### config.mk
export PLATFORM = sky130hd
export DESIGN_NAME = clock_div_gen
export DESIGN_NICKNAME = d
export VERILOG_FILES = /design/src/rtl/clock_div_gen.sv
export SDC_FILE = /design/constraint.sdc
export NUM_CORES = 1
export LEC_CHECK = 0
export CAP_MARGIN = 20
export CORE_MARGIN = 8
export CORE_UTILIZATION = 57
export DETAILED_ROUTE_END_ITERATION = 6
export PLACE_DENSITY = 0.8
export SLEW_MARGIN = 10
export SYNTH_ARGS = -nofsm -noshare
export SYNTH_HDL_FRONTEND = slang
export SYNTH_SLANG_ARGS = --single-unit
export TNS_END_PERCENT = 10
### constraint.sdc
create_clock -name clk -period 3.4 [get_ports clk]
set_input_delay 0.51 -clock clk [delete_from_list [all_inputs] [get_ports clk]]
set_output_delay 0.51 -clock clk [all_outputs]
set_load 0.05 [all_outputs]
### src/rtl/clock_div_gen.sv
// Multi-channel programmable clock divider with per-channel enable, rising-edge
// strobe and a global phase-sync restart. Each channel outputs a 50% duty clock of period 2*(div+1).
module clock_div_gen #(
  parameter int unsigned NCH  = 4,
  parameter int unsigned DIVW = 8
) (
  input  logic                 clk,
  input  logic                 rst,
  input  logic [NCH-1:0]       en,
  input  logic [NCH*DIVW-1:0]  div,
  input  logic                 sync,
  output logic [NCH-1:0]       clk_out,
  output logic [NCH-1:0]       rise,
  output logic [NCH-1:0]       active
);

  typedef enum logic [1:0] {
    IDLE = 2'd0,
    HIGH = 2'd1,
    LOW  = 2'd2
  } state_t;

  state_t          state_q [NCH];
  state_t          state_d [NCH];
  logic [DIVW-1:0] cnt_q   [NCH];
  logic [DIVW-1:0] cnt_d   [NCH];
  logic [DIVW-1:0] r_q     [NCH];
  logic [DIVW-1:0] r_d     [NCH];
  logic [NCH-1:0]  clk_d;
  logic [NCH-1:0]  rise_d;
  logic [NCH-1:0]  active_d;

  // Per-channel next-state; sync overrides the normal phase sequencing.
  always_comb begin
    for (int i = 0; i < NCH; i++) begin
      state_d[i] = state_q[i];
      cnt_d[i]   = cnt_q[i];
      r_d[i]     = r_q[i];
      clk_d[i]   = clk_out[i];
      rise_d[i]  = 1'b0;

      if (sync) begin
        cnt_d[i] = '0;
        if (en[i]) begin
          state_d[i] = HIGH;
          clk_d[i]   = 1'b1;
          rise_d[i]  = 1'b1;
          r_d[i]     = div[i*DIVW +: DIVW];
        end else begin
          state_d[i] = IDLE;
          clk_d[i]   = 1'b0;
        end
      end else begin
        case (state_q[i])
          IDLE: begin
            if (en[i]) begin
              state_d[i] = HIGH;
              clk_d[i]   = 1'b1;
              rise_d[i]  = 1'b1;
              r_d[i]     = div[i*DIVW +: DIVW];
              cnt_d[i]   = '0;
            end
          end
          HIGH: begin
            // High phase always runs to completion regardless of en.
            if (cnt_q[i] != r_q[i]) begin
              cnt_d[i] = cnt_q[i] + DIVW'(1);
            end else begin
              state_d[i] = LOW;
              clk_d[i]   = 1'b0;
              cnt_d[i]   = '0;
            end
          end
          LOW: begin
            if (cnt_q[i] != r_q[i]) begin
              cnt_d[i] = cnt_q[i] + DIVW'(1);
            end else if (en[i]) begin
              state_d[i] = HIGH;
              clk_d[i]   = 1'b1;
              rise_d[i]  = 1'b1;
              r_d[i]     = div[i*DIVW +: DIVW];
              cnt_d[i]   = '0;
            end else begin
              state_d[i] = IDLE;
            end
          end
          default: begin
            state_d[i] = IDLE;
            clk_d[i]   = 1'b0;
            cnt_d[i]   = '0;
          end
        endcase
      end

      active_d[i] = (state_d[i] != IDLE);
    end
  end

  always_ff @(posedge clk or posedge rst) begin
    if (rst) begin
      for (int i = 0; i < NCH; i++) begin
        state_q[i] <= IDLE;
        cnt_q[i]   <= '0;
        r_q[i]     <= '0;
      end
      clk_out <= '0;
      rise    <= '0;
      active  <= '0;
    end else begin
      for (int i = 0; i < NCH; i++) begin
        state_q[i] <= state_d[i];
        cnt_q[i]   <= cnt_d[i];
        r_q[i]     <= r_d[i];
      end
      clk_out <= clk_d;
      rise    <= rise_d;
      active  <= active_d;
    end
  end

endmodule

* Word-level counts from Yosys, hierarchy flattened
Cells that the tools add are included.
** Operators by class
- Equality and inequality tests :: 20
- Multiplexer cells :: 96
- Reductions and logical operators :: 20
- Add/subtract/negate cells :: 4
** Operators by type and width (count)
- two-way mux 8 bit :: 28
- case mux 8 bit (3 select lines) :: 4
- case mux 8 bit (2 select lines) :: 4
- adder 8 x 1 -> 8 bit, second input constant :: 4
- two-way mux 1 bit :: 32
- two-way mux 2 bit :: 16
- != test 8 bit :: 4
- != test 3 bit, second input constant :: 8
- case mux 2 bit (3 select lines) :: 4
- AND reduction 2 bit :: 8
- case mux 1 bit (3 select lines) :: 4
- nonzero test 3 bit :: 4
- equality test 2 x 1 -> 1 bit, second input constant :: 4
- equality test 2 bit, second input constant :: 4
- zero test 2 bit :: 4
- case mux 1 bit (2 select lines) :: 4
- nonzero test 2 bit :: 4
** Word-level totals
- Register bits :: 84

* Depth between registers and ports, before layout
- Depth after elaboration :: 5
- Mapped depth :: 8

* Least setup slack after synthesis
OpenSTA, ideal clock, no wires.
- Path type :: register to register
- Start :: register cnt_q[20] (netlist name)
- End :: register r_q[16] (netlist name)
- Arrival time :: 1.827 ns
- Path slack :: 1.448 ns
- Path buffers :: 1
- Cell stages (with the launch flop) :: 7
- Library setup time :: 0.125 ns
- Cells stage by stage :: dfrtp_1 -> buf_6 -> xor2_1 -> nor4_4 -> nand2_4 -> a31oi_4 -> mux2_4
** On the way
- Longest elaborated chain between the ends :: 3
** Ends and longest elaborated chain
- start: declaration :: line 25 : logic [DIVW-1:0] cnt_q [NCH];
- start signal: indexed assignment :: line 112 : cnt_q[i] <= cnt_d[i];
- != test 8 bit :: line 75 : if (cnt_q[i] != r_q[i]) begin
- != test 3 bit (no line)
- AND reduction 2 bit (no line)
- end signal: indexed assignment :: line 113 : r_q[i] <= r_d[i];
- end: declaration :: line 27 : logic [DIVW-1:0] r_q [NCH];
Every way passes these cells.
A chain may end at the register's enable or synchronous reset.

==> metrics.txt <==
outcome=finished clean; global-route wire length before repair=18300 um; largest net degree at the start of global routing=52; Post-synth EDFFs=0; Top Family by Delay on Critical Path=simple AND/OR/NAND/NOR gates; Critical-path top delay cell=nor4_2; antenna-violating nets left=0; RSZ-0062 raised after global routing=false; leakage power total=2.31 nW; Core Area=8260 um2; Avg Cell Area, Syn=10.2 um2; GPL Wtd Cong=0.940; Least-Margin Pin Slew=614 ps; Worst setup EP type=flip-flop; crit-path max cell delay=540 ps; critical path arrival=2700 ps; Finished Layout Cells=623; CP required=3700 ps; worst reg2reg startpoint=cnt_q[7]$_DFF_PP0_; prevailing post-synth register cell=dfrtp_1; Yosys warnings=0; Die Y=108 um; grt ovf=0; drt total wl=10600 um; WP buf/inv=0; P&R area growth vs syn=15.5%; final hold vios=0; Syn Nets=520; Setup Crit Path Kind=flip-flop to flip-flop; Total GRT Usage=19.3%; final period utilization=70.8%; fin. max-slew vios=0; clk_lat worst skew=370 ps; num ports=51; die area=11700 um2; flops & latches, synth=84; vias in the first global route=3790; dpl hpwl=7350 um; starting DRC count in detailed routing=240; Final min period=2410 ps; Startpoint Class=flip-flop; Final nets=556; ant diodes=0; sequential area share after synthesis=43.3%; CTS buffer count=9; total number of vias=3864; Clock transition at path regs=90 ps; Port Buffer Count=50; Post-Place Cells=607; clock root buffer=clkbuf_8; starting density of the core=58.8%; Fmax=416 MHz; Slew HR=59.0%; die width=108 um; setup TNS=0 ps; layout cells sized above 1=10.4%; initial antenna violation count=0; Mapped Cells=477; CTS tree=yes; Syn Std Cell Area=4860 um2; H-tree lvl count=3; Clock Skew=10.1 ps; Async SR Flop Fraction=100%; num rows=33; drt first pass iters=5; Critical Path Source=cnt_q[7]$_DFF_PP0_; VDD IR-drop max=0.275 mV; max_cap viols=0; Crit Path Max Fanout=16; Min-Delay Path Class=primary input to asynchronous set/reset pin; vias per cell=6.20; WL per Instance=17.0 um; critical-path cell list=xor2_1 > nor4_2 > nand2_1 > a2111o_1 > a21oi_1; Cell Pwr Density=427 nW/um2; Post-route DRC=0; Post-CTS Setup Bufs=0; layout filler cell count=646; Bufs on Longest Clock Path=2; Post-CTS Hold Buffers=0; CTS resizes=0; endpoints failing setup=0; synth unique cells=58; most frequent cells in the layout=84 x dfrtp_1, 50 x clkdlybuf4s50_1, 47 x nand2_1, 30 x nand3_1, 29 x a21oi_1; commonest non-fill, non-tap cell in the layout=dfrtp_1; Clock Sinks=84
synthesized netlist by cell type, drive strengths merged (2+ instances only):
cell type	instances	share of area, %
dfrtp	84	43
nand2	48	3.9
mux2	37	9.2
nand3	30	3.1
a21oi	29	3.0
xor2	28	5.0
nor2	18	1.4
clkbuf	17	1.3
xnor2	15	2.7
a221oi	14	2.5
buf	13	1.5
o21ai	12	1.7
inv	10	0.77
and3	9	1.2
mux2i	8	1.6
nand3b	8	1.2
nand4	8	1.0
a211oi	7	1.1
nor2b	7	0.90
nor4	7	2.4
nor3	6	0.62
o211ai	6	0.93
o21bai	6	0.93
and4	5	0.90
a22oi	4	0.62
ha	4	1.0
nand2b	4	0.51
or3	4	0.51
or2	3	0.39
a2111o	2	0.46
a2111oi	2	0.36
a21boi	2	0.31
a31o	2	0.36
a31oi	2	0.57
nand4b	2	0.36
nor3b	2	0.31
sequential cells by signal, indices dropped and copies added (netlist names):
signal   flops
active       4
cnt_q       32
state_q      8
rise         4
clk_out      4
r_q         32
per-stage QoR:
| step | cell area, um2 | hold slack (ps) | setup WS [ps] | total power [W] | utilization, % |
|---|---|---|---|---|---|
| 2_1_floorplan | 4860 | 479 | 725 | 0.00151 | - |
| 3_3_place_gp | 5410 | 491 | 985 | 0.00164 | 65.5 |
| 3_5_place_dp | 5410 | 498 | 943 | 0.00166 | 65.5 |
| 4_1_cts | 5610 | 519 | 1050 | 0.00241 | 68.0 |
| 5_1_grt | 5610 | 548 | 903 | 0.00251 | 68.0 |
| 6_report | 5610 | 515 | 994 | 0.00239 | 68.0 |
power breakdown:
group | switching, W | internal, W | leakage (nW)
Sequential | 0.0000846 | 0.00109 | 1.05
Clock | 0.000387 | 0.000367 | 0.108
Combinational | 0.000250 | 0.000217 | 1.15
Total | 0.000722 | 0.00167 | 2.31
cell families (layout without fill, tap and decap cells):
kind of cell             count (synthesis)  after routing  share of synthesized area [%]
flip-flops                              84             84                           43.3
multiplexers                            45             45                           10.8
AO/OA/AOI/OAI                           97             97                           14.4
adder cells (fa/ha/maj)                  4              4                           1.03
buffers and inverters                   40             81                           3.60
XOR/XNOR                                43             43                           7.75
AND/OR/NAND/NOR                        164            164                           19.1
area by class of cell:
class / count / area [um2] / share of cell area [%]
well taps: 105 / 131 / 2.34
inverters: 10 / 38.8 / 0.691
clock buffers: 10 / 138 / 2.45
clock inverters: 6 / 70.1 / 1.25
multi-input cells: 353 / 2580 / 46.0
repair buffers: 55 / 551 / 9.81
flip-flops and latches: 84 / 2100 / 37.4
path summary, 6_finish.rpt:
kind,cells past startpoint,to,slack (ps)
min reg2reg,1,r_q[8]$_DFFE_PP0P_,520
max in group asynchronous,3,state_q[7]$_DFF_PP0_,2220
min,2,r_q[22]$_DFFE_PP0P_,510
min in group clk,1,r_q[8]$_DFFE_PP0P_,520
max reg2reg,5,cnt_q[6]$_DFF_PP0_,990
max,5,cnt_q[6]$_DFF_PP0_,990
per-layer routing:
layer | vias to the layer above | GRT usage, % | share of wire, %
li1 | 1808 | - | -
met1 | 1888 | 25.6 | 44
met2 | 145 | 29.9 | 48
met3 | 23 | 4.22 | 6.4
met4 | 0 | 7.72 | 1.9
met5 | - | 0 | 0
Power figures use the tool's default switching activity.
